$ cat src/rtl/hack_rom_loader_if.sv
// Host ioctl download bus plus the ROM write port and CPU control outputs of the loader.
interface hack_rom_loader_if #(
  parameter int unsigned ADDR_WIDTH = 15
);
  logic                  ioctl_download;
  logic                  ioctl_wr;
  logic [24:0]           ioctl_addr;
  logic [7:0]            ioctl_dout;
  logic [7:0]            ioctl_index;
  logic                  ioctl_wait;
  logic                  rom_we;
  logic [ADDR_WIDTH-1:0] rom_addr;
  logic [15:0]           rom_data;
  logic                  cpu_reset;
  logic                  load_done;
  logic                  overflow;
  logic [15:0]           word_count;

  modport master (
    output ioctl_download, ioctl_wr, ioctl_addr, ioctl_dout, ioctl_index,
    input  ioctl_wait, rom_we, rom_addr, rom_data, cpu_reset, load_done,
           overflow, word_count
  );

  modport slave (
    input  ioctl_download, ioctl_wr, ioctl_addr, ioctl_dout, ioctl_index,
    output ioctl_wait, rom_we, rom_addr, rom_data, cpu_reset, load_done,
           overflow, word_count
  );
endinterface

$ cat src/rtl/hack_rom_loader.sv
// Assembles big-endian ioctl byte pairs into 16-bit ROM writes and holds the
// CPU in reset for the download plus a fixed settle period.
module hack_rom_loader #(
  parameter logic [7:0]  ROM_INDEX   = 8'h00,
  parameter int unsigned ADDR_WIDTH  = 15,
  parameter int unsigned HOLD_CYCLES = 16
) (
  input  logic              clk,
  input  logic              reset,
  hack_rom_loader_if.slave  bus
);

  localparam int unsigned CW = $clog2(HOLD_CYCLES + 1);

  typedef enum logic [1:0] {IDLE, LOAD, FLUSH, HOLD} state_e;

  state_e                state_q, state_d;
  logic [CW-1:0]         cnt_q, cnt_d;
  logic                  sel_q;
  logic                  pend_q, pend_d;
  logic [7:0]            hi_q, hi_d;
  logic [ADDR_WIDTH-1:0] paddr_q, paddr_d;
  logic                  rom_we_q, rom_we_d;
  logic [ADDR_WIDTH-1:0] rom_addr_q, rom_addr_d;
  logic [15:0]           rom_data_q, rom_data_d;
  logic                  cpu_reset_q, cpu_reset_d;
  logic                  load_done_q, load_done_d;
  logic                  overflow_q, overflow_d;
  logic [15:0]           word_count_q, word_count_d;

  logic                  sel, sel_rise, start;
  logic                  addr_ovf, odd;
  logic [ADDR_WIDTH-1:0] waddr;

  assign sel      = bus.ioctl_download && (bus.ioctl_index == ROM_INDEX);
  assign sel_rise = sel && !sel_q;
  assign waddr    = bus.ioctl_addr[ADDR_WIDTH:1];
  assign addr_ovf = |bus.ioctl_addr[24:ADDR_WIDTH+1];
  assign odd      = bus.ioctl_addr[0];

  always_comb begin
    state_d      = state_q;
    cnt_d        = cnt_q;
    pend_d       = pend_q;
    hi_d         = hi_q;
    paddr_d      = paddr_q;
    rom_we_d     = 1'b0;
    rom_addr_d   = rom_addr_q;
    rom_data_d   = rom_data_q;
    load_done_d  = 1'b0;
    overflow_d   = overflow_q;
    start        = 1'b0;
    word_count_d = (rom_we_q && (word_count_q != '1)) ? word_count_q + 16'd1
                                                      : word_count_q;

    case (state_q)
      IDLE: begin
        if (sel_rise) begin
          state_d = LOAD;
          start   = 1'b1;
        end
      end

      LOAD: begin
        if (!sel) begin
          state_d = pend_q ? FLUSH : HOLD;
          cnt_d   = CW'(HOLD_CYCLES);
        end else if (bus.ioctl_wr) begin
          if (addr_ovf) begin
            overflow_d = 1'b1;
          end else if (!odd) begin
            // A second high byte pushes out the previous one with a zero low byte.
            if (pend_q) begin
              rom_we_d   = 1'b1;
              rom_addr_d = paddr_q;
              rom_data_d = {hi_q, 8'h00};
            end
            hi_d    = bus.ioctl_dout;
            paddr_d = waddr;
            pend_d  = 1'b1;
          end else begin
            rom_we_d   = 1'b1;
            rom_addr_d = waddr;
            rom_data_d = (pend_q && (paddr_q == waddr)) ? {hi_q, bus.ioctl_dout}
                                                        : {8'h00, bus.ioctl_dout};
            pend_d     = 1'b0;
          end
        end
      end

      FLUSH: begin
        rom_we_d   = 1'b1;
        rom_addr_d = paddr_q;
        rom_data_d = {hi_q, 8'h00};
        pend_d     = 1'b0;
        state_d    = HOLD;
        cnt_d      = CW'(HOLD_CYCLES);
      end

      HOLD: begin
        if (sel_rise) begin
          state_d = LOAD;
          start   = 1'b1;
        end else if (cnt_q == CW'(1)) begin
          state_d     = IDLE;
          load_done_d = 1'b1;
        end else begin
          cnt_d = cnt_q - CW'(1);
        end
      end

      default: state_d = HOLD;
    endcase

    if (start) begin
      word_count_d = '0;
      overflow_d   = 1'b0;
      pend_d       = 1'b0;
    end

    cpu_reset_d = (state_d != IDLE);
  end

  always_ff @(posedge clk) begin
    if (reset) begin
      state_q      <= HOLD;
      cnt_q        <= CW'(HOLD_CYCLES);
      sel_q        <= 1'b0;
      pend_q       <= 1'b0;
      hi_q         <= '0;
      paddr_q      <= '0;
      rom_we_q     <= 1'b0;
      rom_addr_q   <= '0;
      rom_data_q   <= '0;
      cpu_reset_q  <= 1'b1;
      load_done_q  <= 1'b0;
      overflow_q   <= 1'b0;
      word_count_q <= '0;
    end else begin
      state_q      <= state_d;
      cnt_q        <= cnt_d;
      sel_q        <= sel;
      pend_q       <= pend_d;
      hi_q         <= hi_d;
      paddr_q      <= paddr_d;
      rom_we_q     <= rom_we_d;
      rom_addr_q   <= rom_addr_d;
      rom_data_q   <= rom_data_d;
      cpu_reset_q  <= cpu_reset_d;
      load_done_q  <= load_done_d;
      overflow_q   <= overflow_d;
      word_count_q <= word_count_d;
    end
  end

  // Stall the host for the cycle a write is presented so writes never collide.
  assign bus.ioctl_wait = rom_we_q;
  assign bus.rom_we     = rom_we_q;
  assign bus.rom_addr   = rom_addr_q;
  assign bus.rom_data   = rom_data_q;
  assign bus.cpu_reset  = cpu_reset_q | reset;
  assign bus.load_done  = load_done_q;
  assign bus.overflow   = overflow_q;
  assign bus.word_count = word_count_q;

endmodule

$ cat src/flat_wrapper.sv
// flat-port wrapper written by rule: the top's interface ports become plain ports
module hack_rom_loader_flat 
#(
  parameter logic [7:0]  ROM_INDEX   = 8'h00,
  parameter int unsigned ADDR_WIDTH  = 15,
  parameter int unsigned HOLD_CYCLES = 16
)
  (clk, reset, bus_ioctl_download, bus_ioctl_wr, bus_ioctl_addr, bus_ioctl_dout, bus_ioctl_index, bus_ioctl_wait, bus_rom_we, bus_rom_addr, bus_rom_data, bus_cpu_reset, bus_load_done, bus_overflow, bus_word_count);
  hack_rom_loader_if #(.ADDR_WIDTH(ADDR_WIDTH)) bus_i ();
  input  logic clk;
  input  logic reset;
  input wire logic [$bits(bus_i.ioctl_download)-1:0] bus_ioctl_download;
  input wire logic [$bits(bus_i.ioctl_wr)-1:0] bus_ioctl_wr;
  input wire logic [$bits(bus_i.ioctl_addr)-1:0] bus_ioctl_addr;
  input wire logic [$bits(bus_i.ioctl_dout)-1:0] bus_ioctl_dout;
  input wire logic [$bits(bus_i.ioctl_index)-1:0] bus_ioctl_index;
  output wire logic [$bits(bus_i.ioctl_wait)-1:0] bus_ioctl_wait;
  output wire logic [$bits(bus_i.rom_we)-1:0] bus_rom_we;
  output wire logic [$bits(bus_i.rom_addr)-1:0] bus_rom_addr;
  output wire logic [$bits(bus_i.rom_data)-1:0] bus_rom_data;
  output wire logic [$bits(bus_i.cpu_reset)-1:0] bus_cpu_reset;
  output wire logic [$bits(bus_i.load_done)-1:0] bus_load_done;
  output wire logic [$bits(bus_i.overflow)-1:0] bus_overflow;
  output wire logic [$bits(bus_i.word_count)-1:0] bus_word_count;
  assign bus_i.ioctl_download = bus_ioctl_download;
  assign bus_i.ioctl_wr = bus_ioctl_wr;
  assign bus_i.ioctl_addr = bus_ioctl_addr;
  assign bus_i.ioctl_dout = bus_ioctl_dout;
  assign bus_i.ioctl_index = bus_ioctl_index;
  assign bus_ioctl_wait = bus_i.ioctl_wait;
  assign bus_rom_we = bus_i.rom_we;
  assign bus_rom_addr = bus_i.rom_addr;
  assign bus_rom_data = bus_i.rom_data;
  assign bus_cpu_reset = bus_i.cpu_reset;
  assign bus_load_done = bus_i.load_done;
  assign bus_overflow = bus_i.overflow;
  assign bus_word_count = bus_i.word_count;
  hack_rom_loader #(.ROM_INDEX(ROM_INDEX), .ADDR_WIDTH(ADDR_WIDTH), .HOLD_CYCLES(HOLD_CYCLES)) u_core (.clk(clk), .reset(reset), .bus(bus_i));
endmodule
$ cat config.mk
export PLATFORM = sky130hd
export DESIGN_NAME = hack_rom_loader_flat
export DESIGN_NICKNAME = d
export VERILOG_FILES = /design/src/rtl/hack_rom_loader_if.sv /design/src/rtl/hack_rom_loader.sv /design/src/flat_wrapper.sv
export SDC_FILE = /design/constraint.sdc
export NUM_CORES = 1
export LEC_CHECK = 0
export CORE_MARGIN = 2
export CORE_UTILIZATION = 45
export CTS_BUF_LIST = sky130_fd_sc_hd__clkbuf_4
export DETAILED_ROUTE_END_ITERATION = 8
export PLACE_DENSITY = 0.83
export SYNTH_ARGS = -nofsm -noshare
export SYNTH_HDL_FRONTEND = slang
export SYNTH_SLANG_ARGS = --single-unit
$ cat constraint.sdc
create_clock -name clk -period 5.3 [get_ports clk]
set_clock_uncertainty 0.15 [all_clocks]
set_input_delay 1.06 -clock clk [delete_from_list [all_inputs] [get_ports clk]]
set_output_delay 1.06 -clock clk [all_outputs]
set_load 0.02 [all_outputs]
==> summary.txt, run 1 <==
Clock tree
  • Source-to-sink clock delay at the later pin of the worst-skew pair: 0.43 ns
  • TritonCTS Buffers: 9
  • Clk buf depth: 2
  • Clock root buffer: clkbuf_4
  • TritonCTS clock tree: built
  • Clock-pin slew on the worst setup and hold paths: 0.14 ns
  • Sinks on the clock net: 83
  • Number of post-CTS setup repair buffers: 0
  • Total of hold buffers inserted after clock tree synthesis: 0
  • Total of cells resized after clock tree synthesis: 0
  • Total number of H-tree levels: 3

Yosys
  • Per-instance average area after synthesis: 9.20 µm²
  • Cell count after synthesis: 414
  • Count of yosys warnings during synthesis: 0
  • Top flip-flop cell by instance count after synthesis: dfxtp_1
  • Post-Synthesis Net Count: 466
  • Async set-reset flop share out of synthesis: 0
  • Post-synth top area cell: dfxtp_1
  • Most area-consuming cells after synthesis: dfxtp_1 44%, mux2i_1 11%, nor2_1 6.1%
  • Number of flip-flops and latches in the synthesized netlist: 83
  • Netlist area before placement: 0.00381 mm²
  • Post-synthesis cell type count: 49
  • Number of synthesized flops with an enable pin: 0
  • Share of synthesized area occupied by flip-flops and latches: 0.436
  • Share of the synthesized area in the top cell type: 0.436

Global route
  • Total Routing Usage GR: 0.201
  • Gr ovfl total: 0
  • Maximum number of pins on one net before global-route repair: 61
  • Global-route wire length before repair: 14600 µm
  • Vias in the first global route: 3226
  • Antenna violations before repair: 0

Placed design
  • Number of port buffers: 96
  • Number of placed instances, taps included: 596
  • Placer's final routability congestion estimate: 0.783
  • Sum of net half-perimeters after detailed placement: 6390 µm

Die
  • Chip height: 96 µm
  • Core ar.: 0.00822 mm²
  • Initial core utilization: 0.464
  • Row Count: 33
  • I/O pins: 97
  • Die Outline Area: 0.00922 mm²
  • Horiz. Die Dim: 96 µm

Critical path
  • Arrival time of the worst setup path: 3.34 ns
  • Nature of the critical path startpoint: input pin
  • Path type of the worst setup path: in2reg
  • Nature of the critical path endpoint: register
  • Critical path data required time: 5.42 ns
  • Max Fanout on Critical Path: 18

Timing
  • Time the worst path needs with I/O delays and setup: 3.22 ns
  • Final worst path period share: 0.607
  • Setup-failing EPs final: 0
  • Final Max Slew Viols: 0
  • Headroom to the max-slew limit: 0.178
  • RSZ-0062 raised after global routing: false
  • Worst Max-Slew Pin Slew: 1.23 ns
  • Final Hold Vio Count: 0
  • Total Neg Setup Slack: 0 ns
  • Top achievable clock speed: 311 MHz

Route
  • Total vias in the final route: 3319
  • Drt first pass iters: 4
  • DRT Wirelength: 9010 µm
  • Routed length per placed instance: 14.7 µm
  • Total DRC errors in the routed layout: 0
  • Count of nets left with antenna violations after detail routing: 0
  • Avg Vias per Cell: 5.42
  • Iteration-0 DRC count of the detailed router: 148

Outcome
  • Status: finished clean

Pwr
  • Part of the power in the clock network: 0.285
  • Switching Share: 0.320
  • Max rail drop VDD: 168 µV
  • Total power density per cell area: 357 mW/mm²
  • Part of the total power dissipated in combinational logic: 0.303
  • Share of power burned in registers: 0.412
  • Int Power: 1.22 mW
  • Switching Power: 574 µW
  • Static Leak: 1.77 nW

Flow run
  • Maxcap violations: 0

Final layout
  • Leading cell type in the layout, fill and taps excluded: clkdlybuf4s50_1
  • Final Non-Filler Cells: 612
  • Layout Area Growth over Synthesis: 32.0%
  • Fraction of layout instances using a drive strength above 1: 0.0611
  • Leading cell types in the layout, fill and taps excluded: 95 x clkdlybuf4s50_1, 83 x dfxtp_1, 62 x nor2_1
  • Count of nets after finishing: 554
  • Core occupancy in the finished layout: 0.612
  • Inserted Diodes: 0

Min path
  • Classification of the worst-slack hold path: reg2reg
power groups by stage:
stage	logic, mW	clock network [mW]	registers, mW
2_1_floorplan	0.308	0	0.795
3_3_place_gp	0.527	0	0.750
3_5_place_dp	0.544	0	0.753
4_1_cts	0.548	0.517	0.740
5_1_grt	0.598	0.535	0.750
6_report	0.544	0.510	0.739
final timing paths:
check	from	to	slack, ns	cells past startpoint
setup / recovery	bus_ioctl_index[4]	u_core.bus.word_count[8]	2.08	5
hold / removal	u_core.bus.rom_data[4]	u_core.bus.rom_data[4]	0.32	2
setup reg to reg	u_core.state_q[0]	u_core.bus.word_count[8]	3.00	4
hold reg to reg	u_core.bus.rom_data[4]	u_core.bus.rom_data[4]	0.32	2
synthesized netlist by cell type (all sizes together), types with 2 or more instances:
library cell / count
nand2: 15
xnor2: 13
and4: 2
and3: 2
a41o: 2
a211oi: 20
dfxtp: 83
xor2: 13
a21oi: 18
inv: 24
nand3: 27
nor2: 62
o31ai: 2
nand4: 5
o31a: 2
or3: 3
o211a: 2
mux2i: 40
buf: 7
or4: 2
o32ai: 9
nor4: 5
clkbuf: 16
nor4b: 2
ha: 7
nor3: 10
nand4b: 3
o21ai: 5
flip-flops by register name, summed over array words and instances, names as in the netlist:
register	flops
u_core.bus.rom_data	16
u_core.bus.overflow	1
u_core.sel_q	1
u_core.cpu_reset_q	1
u_core.bus.word_count	16
u_core.paddr_q	15
u_core.bus.rom_addr	15
u_core.hi_q	8
u_core.bus.ioctl_wait	1
u_core.pend_q	1
u_core.cnt_q	5
u_core.bus.load_done	1
u_core.state_q	2
layer usage:
layer | wire length (µm) | up-vias | track usage
met3 | 602 | 10 | 0.0572
met1 | 3860 | 1573 | 0.232
met5 | 0 | - | 0
met2 | 4440 | 91 | 0.356
met4 | 104 | 0 | 0.0631
li1 | - | 1645 | -
kinds of logic after synthesis:
family,Yosys count,share of synthesized area
AOI/OAI and AO/OA,67,0.130
and+or+nand+nor,144,0.193
adders and majority gates,7,0.0230
muxes,40,0.105
buffers and inverters,47,0.0526
DFF,83,0.436
xor gates and xnor gates,26,0.0598
area by class of cell:
| type | count | area [µm²] |
|---|---|---|
| fill | 711 | 3190 |
| sequential | 83 | 1660 |
| multi-input combinational | 284 | 1950 |
| clock inverter | 7 | 140 |
| timing repair buffer | 100 | 986 |
| clock buffer | 9 | 67.6 |
| tap | 105 | 131 |
| inverter | 24 | 90.1 |
critical path: stages:
cell and delay, ns:
clkdlybuf4s50_1 0.44, nor4b_4 0.42, nand3_4 0.24, o31ai_2 1.02, nor2_1 0.15
through the flow:
step	hold slack (ns)	cell area, µm²	power [mW]	setup WS, ns
floorplan	0.302	3810	1.10	2.34
global placement	0.290	4820	1.28	1.72
detailed placement	0.297	4820	1.30	1.63
CTS	0.316	5030	1.80	2.10
global route	0.335	5030	1.88	1.90
finish	0.315	5030	1.79	2.08
No activity file was read; power rests on OpenSTA's default activity.
==> inputs of run 2 (changes only) <==
PLACE_DENSITY = 0.86   (was 0.83)
clock period = 2.9 ns   (was 5.3 ns; I/O delays follow)
==> summary.txt, run 2 (same netlist as run 1, synthesis figures left out) <==
Outcome
  • Status: finished clean

Route
  • Drt first pass iters: 4
  • Iteration-0 DRC count of the detailed router: 103
  • Total vias in the final route: 3332
  • Count of nets left with antenna violations after detail routing: 0
  • Avg Vias per Cell: 5.41
  • Total DRC errors in the routed layout: 0
  • Routed length per placed instance: 14.6 µm
  • DRT Wirelength: 9020 µm

Clock tree
  • TritonCTS Buffers: 9
  • Clock-pin slew on the worst setup and hold paths: 0.13 ns
  • Sinks on the clock net: 83
  • Total number of H-tree levels: 3
  • Total of hold buffers inserted after clock tree synthesis: 0
  • Total of cells resized after clock tree synthesis: 0
  • Source-to-sink clock delay at the later pin of the worst-skew pair: 0.43 ns
  • Number of post-CTS setup repair buffers: 0
  • Clk buf depth: 2
  • TritonCTS clock tree: built
  • Clock root buffer: clkbuf_4

Flow run
  • Maxcap violations: 0

Final layout
  • Area of combinational cells with multiple inputs: 0.00195 mm²
  • Leading cell type in the layout, fill and taps excluded: clkdlybuf4s50_1
  • Post-Layout Inst Area: 0.00500 mm²
  • Leading cell types in the layout, fill and taps excluded: 95 x clkdlybuf4s50_1, 83 x dfxtp_1, 62 x nor2_1
  • Core occupancy in the finished layout: 0.608
  • Seq. cell area: 0.00166 mm²
  • Count of nets after finishing: 558
  • Number of filler cells placed in the layout: 696
  • Layout Area Growth over Synthesis: 31.2%
  • Fraction of layout instances using a drive strength above 1: 0.0665
  • Inserted Diodes: 0

Critical path
  • Nature of the critical path startpoint: input pin
  • Slowest cell on the critical path: clkdlybuf4s50_1
  • Arrival time of the worst setup path: 2.50 ns
  • Path type of the worst setup path: in2reg
  • Delay of the slowest cell on the worst path: 0.45 ns
  • Ordered cell list for the critical path: clkdlybuf4s50_1, nor4b_4, nand3_4, nor4_4, buf_12, mux2i_1, nor2_1
  • Max Fanout on Critical Path: 24
  • Nature of the critical path endpoint: register
  • Critical path data required time: 3.04 ns

Placed design
  • Post-detailed-placement cell area: 0.00489 mm²
  • Placer's final routability congestion estimate: 0.818
  • Sum of net half-perimeters after detailed placement: 6490 µm
  • Setup WS pre-CTS: 0.0769 ns
  • Number of port buffers: 96

Die
  • Core ar.: 0.00822 mm²
  • Die Outline Area: 0.00922 mm²
  • Chip height: 96 µm
  • I/O pins: 97
  • Horiz. Die Dim: 96 µm
  • Row Count: 33
  • Initial core utilization: 0.464

Timing
  • Final Hold Vio Count: 0
  • RSZ-0062 raised after global routing: false
  • Final Max Slew Viols: 0
  • Final worst path period share: 0.813
  • Time the worst path needs with I/O delays and setup: 2.36 ns
  • Top achievable clock speed: 424 MHz
  • Headroom to the max-slew limit: 0.585
  • Setup-failing EPs final: 0
  • Total Neg Setup Slack: 0 ns
  • Least setup slack across all paths after layout: 0.543 ns
  • Worst Max-Slew Pin Slew: 0.622 ns

Pwr
  • Final Power: 2.96 mW
  • Switching Share: 0.355
  • Total power density per cell area: 592 mW/mm²
  • Part of the power in the clock network: 0.194
  • Part of the total power dissipated in combinational logic: 0.349
  • Int Power: 1.91 mW
  • Max rail drop VDD: 408 µV
  • Switching Power: 1.05 mW
  • Static Leak: 1.75 nW
  • Share of power burned in registers: 0.458

Global route
  • Antenna violations before repair: 0
  • Vias in the first global route: 3226
  • Gr ovfl total: 0
  • Total Routing Usage GR: 0.205
  • Global-route wire length before repair: 14700 µm
  • Maximum number of pins on one net before global-route repair: 60

Min path
  • Classification of the worst-slack hold path: reg2reg
run 2: cell types whose count changed in the layout (fill, tap and decap cells not counted), sizes merged:
cell,delta
clkinv,+1
bufinv,-4
buf,+4
inv,+1
clkinvlp,+2
run 2: power by group through the flow:
stage	clock network (mW)	registers (mW)	logic, mW
detailed placement	0	1.38	1.03
CTS	0.588	1.35	1.04
finish	0.573	1.35	1.03
global placement	0	1.37	1.00
global route	0.645	1.37	1.13
floorplan	0	1.45	0.563
run 2: per-layer routing:
metal	global-route usage	wire (µm)	vias up
met2	0.340	4370	100
met1	0.249	3900	1562
met5	0	0	-
met4	0.0857	169	0
met3	0.0548	581	12
li1	-	-	1658
run 2: stage by stage:
step / hold slack [ns] / std cells
5_1_grt: 0.337 / 616
6_report: 0.311 / 616
4_1_cts: 0.312 / 616
3_5_place_dp: 0.294 / 600
2_1_floorplan: 0.302 / 414
3_3_place_gp: 0.291 / 600
run 2: path summary, 6_finish.rpt:
check / start / endpoint / slack (ns) / cells past startpoint
setup / recovery: bus_ioctl_index[4] / u_core.paddr_q[10] / 0.54 / 7
hold / removal: u_core.bus.rom_data[4] / u_core.bus.rom_data[4] / 0.31 / 2
setup reg to reg: u_core.state_q[0] / u_core.cnt_q[4] / 0.66 / 6
hold reg to reg: u_core.bus.rom_data[4] / u_core.bus.rom_data[4] / 0.31 / 2
run 2: cell type report:
| cell class | instances | share of cell area |
|---|---|---|
| inverter | 24 | 0.0180 |
| timing repair buffer | 104 | 0.211 |
| multi-input combinational | 284 | 0.390 |
| clock inverter | 7 | 0.00876 |
| sequential | 83 | 0.332 |
| tap | 105 | 0.0263 |
| clock buffer | 9 | 0.0135 |
run 2: worst max-delay path, delay by kind of cell:
kind	cells	cell delay, ns
buffers and inverters	2	0.70
muxes	1	0.22
and+or+nand+nor	4	1.00
==> inputs of run 3 (changes only) <==
clock period = 1.9 ns   (was 2.9 ns; I/O delays follow)
==> summary.txt, run 3 (same netlist as run 1, synthesis figures left out) <==
Outcome
  • Status: finished, violations left
  • Violations in the final reports: setup timing

Timing
  • Setup-failing EPs final: 13
  • Worst Max-Slew Pin Slew: 0.567 ns
  • Final Hold Vio Count: 0
  • Final Max Slew Viols: 0
  • WHS: 0.186 ns
  • Time the worst path needs with I/O delays and setup: 1.97 ns
  • Total Neg Setup Slack: -0.291 ns
  • RSZ-0062 raised after global routing: true
  • Final worst path period share: 1.04
  • Least setup slack across all paths after layout: -0.0681 ns
  • Headroom to the max-slew limit: 0.622
  • Top achievable clock speed: 508 MHz

Critical path
  • Most common cell on crit path: buf_6
  • Worst path buffer plus inverter count: 4
  • Delay of the slowest cell on the worst path: 0.36 ns
  • Max Fanout on Critical Path: 11
  • Nature of the critical path startpoint: register
  • Crit Reg-Reg Endpoint: u_core.bus.rom_data[1]
  • Slowest cell on the critical path: dfxtp_2
  • Nature of the critical path endpoint: register
  • Dominant delay contributor by cell family on the critical path: buffers and inverters
  • Ordered cell list for the critical path: inv_2, ha_4, buf_6, o211ai_1, o31ai_4, buf_6, buf_6, nand3_1, a21oi_1
  • Slack of the worst reg-to-reg path: -0.07 ns
  • Path type of the worst setup path: reg2reg
  • Number of cells traversed by the worst register-to-register path: 9
  • Arrival time of the worst setup path: 2.18 ns
  • Critical path data required time: 2.11 ns
  • Reg-to-Reg Start: u_core.state_q[1]

Route
  • Avg Vias per Cell: 5.74
  • Iteration-0 DRC count of the detailed router: 260
  • Total DRC errors in the routed layout: 0
  • Total vias in the final route: 4033
  • Drt first pass iters: 5
  • Routed length per placed instance: 18.8 µm
  • Count of nets left with antenna violations after detail routing: 0
  • DRT Wirelength: 13200 µm

Placed design
  • Number of port buffers: 96
  • Placer's final routability congestion estimate: 0.867
  • Sum of net half-perimeters after detailed placement: 7450 µm
  • Number of placed instances, taps included: 659

Min path
  • Origin of the worst min-delay path: reset
  • End point of the worst hold path: u_core.bus.rom_addr[11]
  • Classification of the worst-slack hold path: in2reg
  • Number of cells on the worst hold path: 3

Pwr
  • Max rail drop VDD: 658 µV
  • Total power density per cell area: 925 mW/mm²
  • Static Leak: 2.64 nW

Clock tree
  • Clock root buffer: clkbuf_4
  • Clk buf depth: 2
  • TritonCTS clock tree: built
  • Sinks on the clock net: 83
  • Source-to-sink clock delay at the later pin of the worst-skew pair: 0.44 ns
  • Total number of H-tree levels: 3
  • TritonCTS Buffers: 9
  • Clock-pin slew on the worst setup and hold paths: 0.14 ns

Final layout
  • Fraction of layout instances using a drive strength above 1: 0.308
  • Inserted Diodes: 0
  • Leading cell types in the layout, fill and taps excluded: 70 x buf_4, 70 x dfxtp_1, 58 x nor2_1
  • Layout Area Growth over Synthesis: 62.0%
  • Count of nets after finishing: 645
  • Core occupancy in the finished layout: 0.751
  • Final Non-Filler Cells: 703

Die
  • Core ar.: 0.00822 mm²
  • Chip height: 96 µm
  • Horiz. Die Dim: 96 µm
  • Die Outline Area: 0.00922 mm²
  • I/O pins: 97
  • Initial core utilization: 0.464
  • Row Count: 33

Global route
  • Total Routing Usage GR: 0.266
  • Gr ovfl total: 0
  • Maximum number of pins on one net before global-route repair: 50
  • Global-route wire length before repair: 18900 µm
  • Antenna violations before repair: 0
  • Vias in the first global route: 3907

Flow run
  • Maxcap violations: 0
-- run 3: stage by stage --
| stage | area, µm² | worst slack [ns] | power, mW |
|---|---|---|---|
| 2_1_floorplan | 3910 | -0.217 | 3.16 |
| 3_3_place_gp | 5400 | -0.569 | 3.85 |
| 3_5_place_dp | 5400 | -0.658 | 3.92 |
| 4_1_cts | 5900 | -0.00413 | 5.39 |
| 5_1_grt | 6170 | -0.120 | 5.96 |
| 6_report | 6170 | -0.0681 | 5.71 |
-- run 3: worst reg2reg max path, stage by stage (launching register included) --
cell,delay [ns]
dfxtp_2,0.36
inv_2,0.08
ha_4,0.15
buf_6,0.11
o211ai_1,0.17
o31ai_4,0.22
buf_6,0.19
buf_6,0.19
nand3_1,0.12
a21oi_1,0.17
-- run 3: power by group --
group | internal, mW | leakage [nW] | switching, mW
Combinational | 1.21 | 1.88 | 1.28
Clock | 0.414 | 0.0763 | 0.685
Sequential | 1.94 | 0.678 | 0.175
-- run 3: what timing repair did --
action | 4_1_cts | 5_1_grt
pin swaps | 21 | 25
hold buffers | 0 | 0
gates resized for setup | 102 | 57
buffers inserted | 13 | 9
cloned | 6 | 2
setup endpoints to repair | 123 | 58
-- run 3: area by class of cell --
cell class | count | area (µm²)
tap | 105 | 131
sequential | 83 | 1690
inverter | 24 | 92.6
multi-input combinational | 284 | 2270
clock inverter | 7 | 75.1
fill | 527 | 2050
clock buffer | 9 | 67.6
timing repair buffer | 191 | 1850
-- run 3: worst max-delay path by stage --
stage                  startpoint                endpoint  slack, ns  cells after the start
2_1_floorplan  bus_ioctl_index[4]          u_core.hi_q[4]      -0.22                      6
3_3_place_gp   bus_ioctl_index[7]         u_core.cnt_q[4]      -0.57                      8
3_5_place_dp   bus_ioctl_index[4]          u_core.hi_q[5]      -0.66                      7
4_1_cts        bus_ioctl_index[6]  u_core.bus.rom_data[2]     -0.004                      9
5_1_grt         u_core.state_q[1]  u_core.bus.rom_data[1]      -0.12                      9
6_report        u_core.state_q[1]  u_core.bus.rom_data[1]      -0.07                      9
-- run 3: per-layer routing --
metal | part of all wire | vias to the layer above | track usage
met5 | 0 | - | 0
li1 | - | 1836 | -
met1 | 0.37 | 1993 | 0.298
met4 | 0.037 | 0 | 0.0988
met2 | 0.53 | 163 | 0.494
met3 | 0.062 | 41 | 0.0501
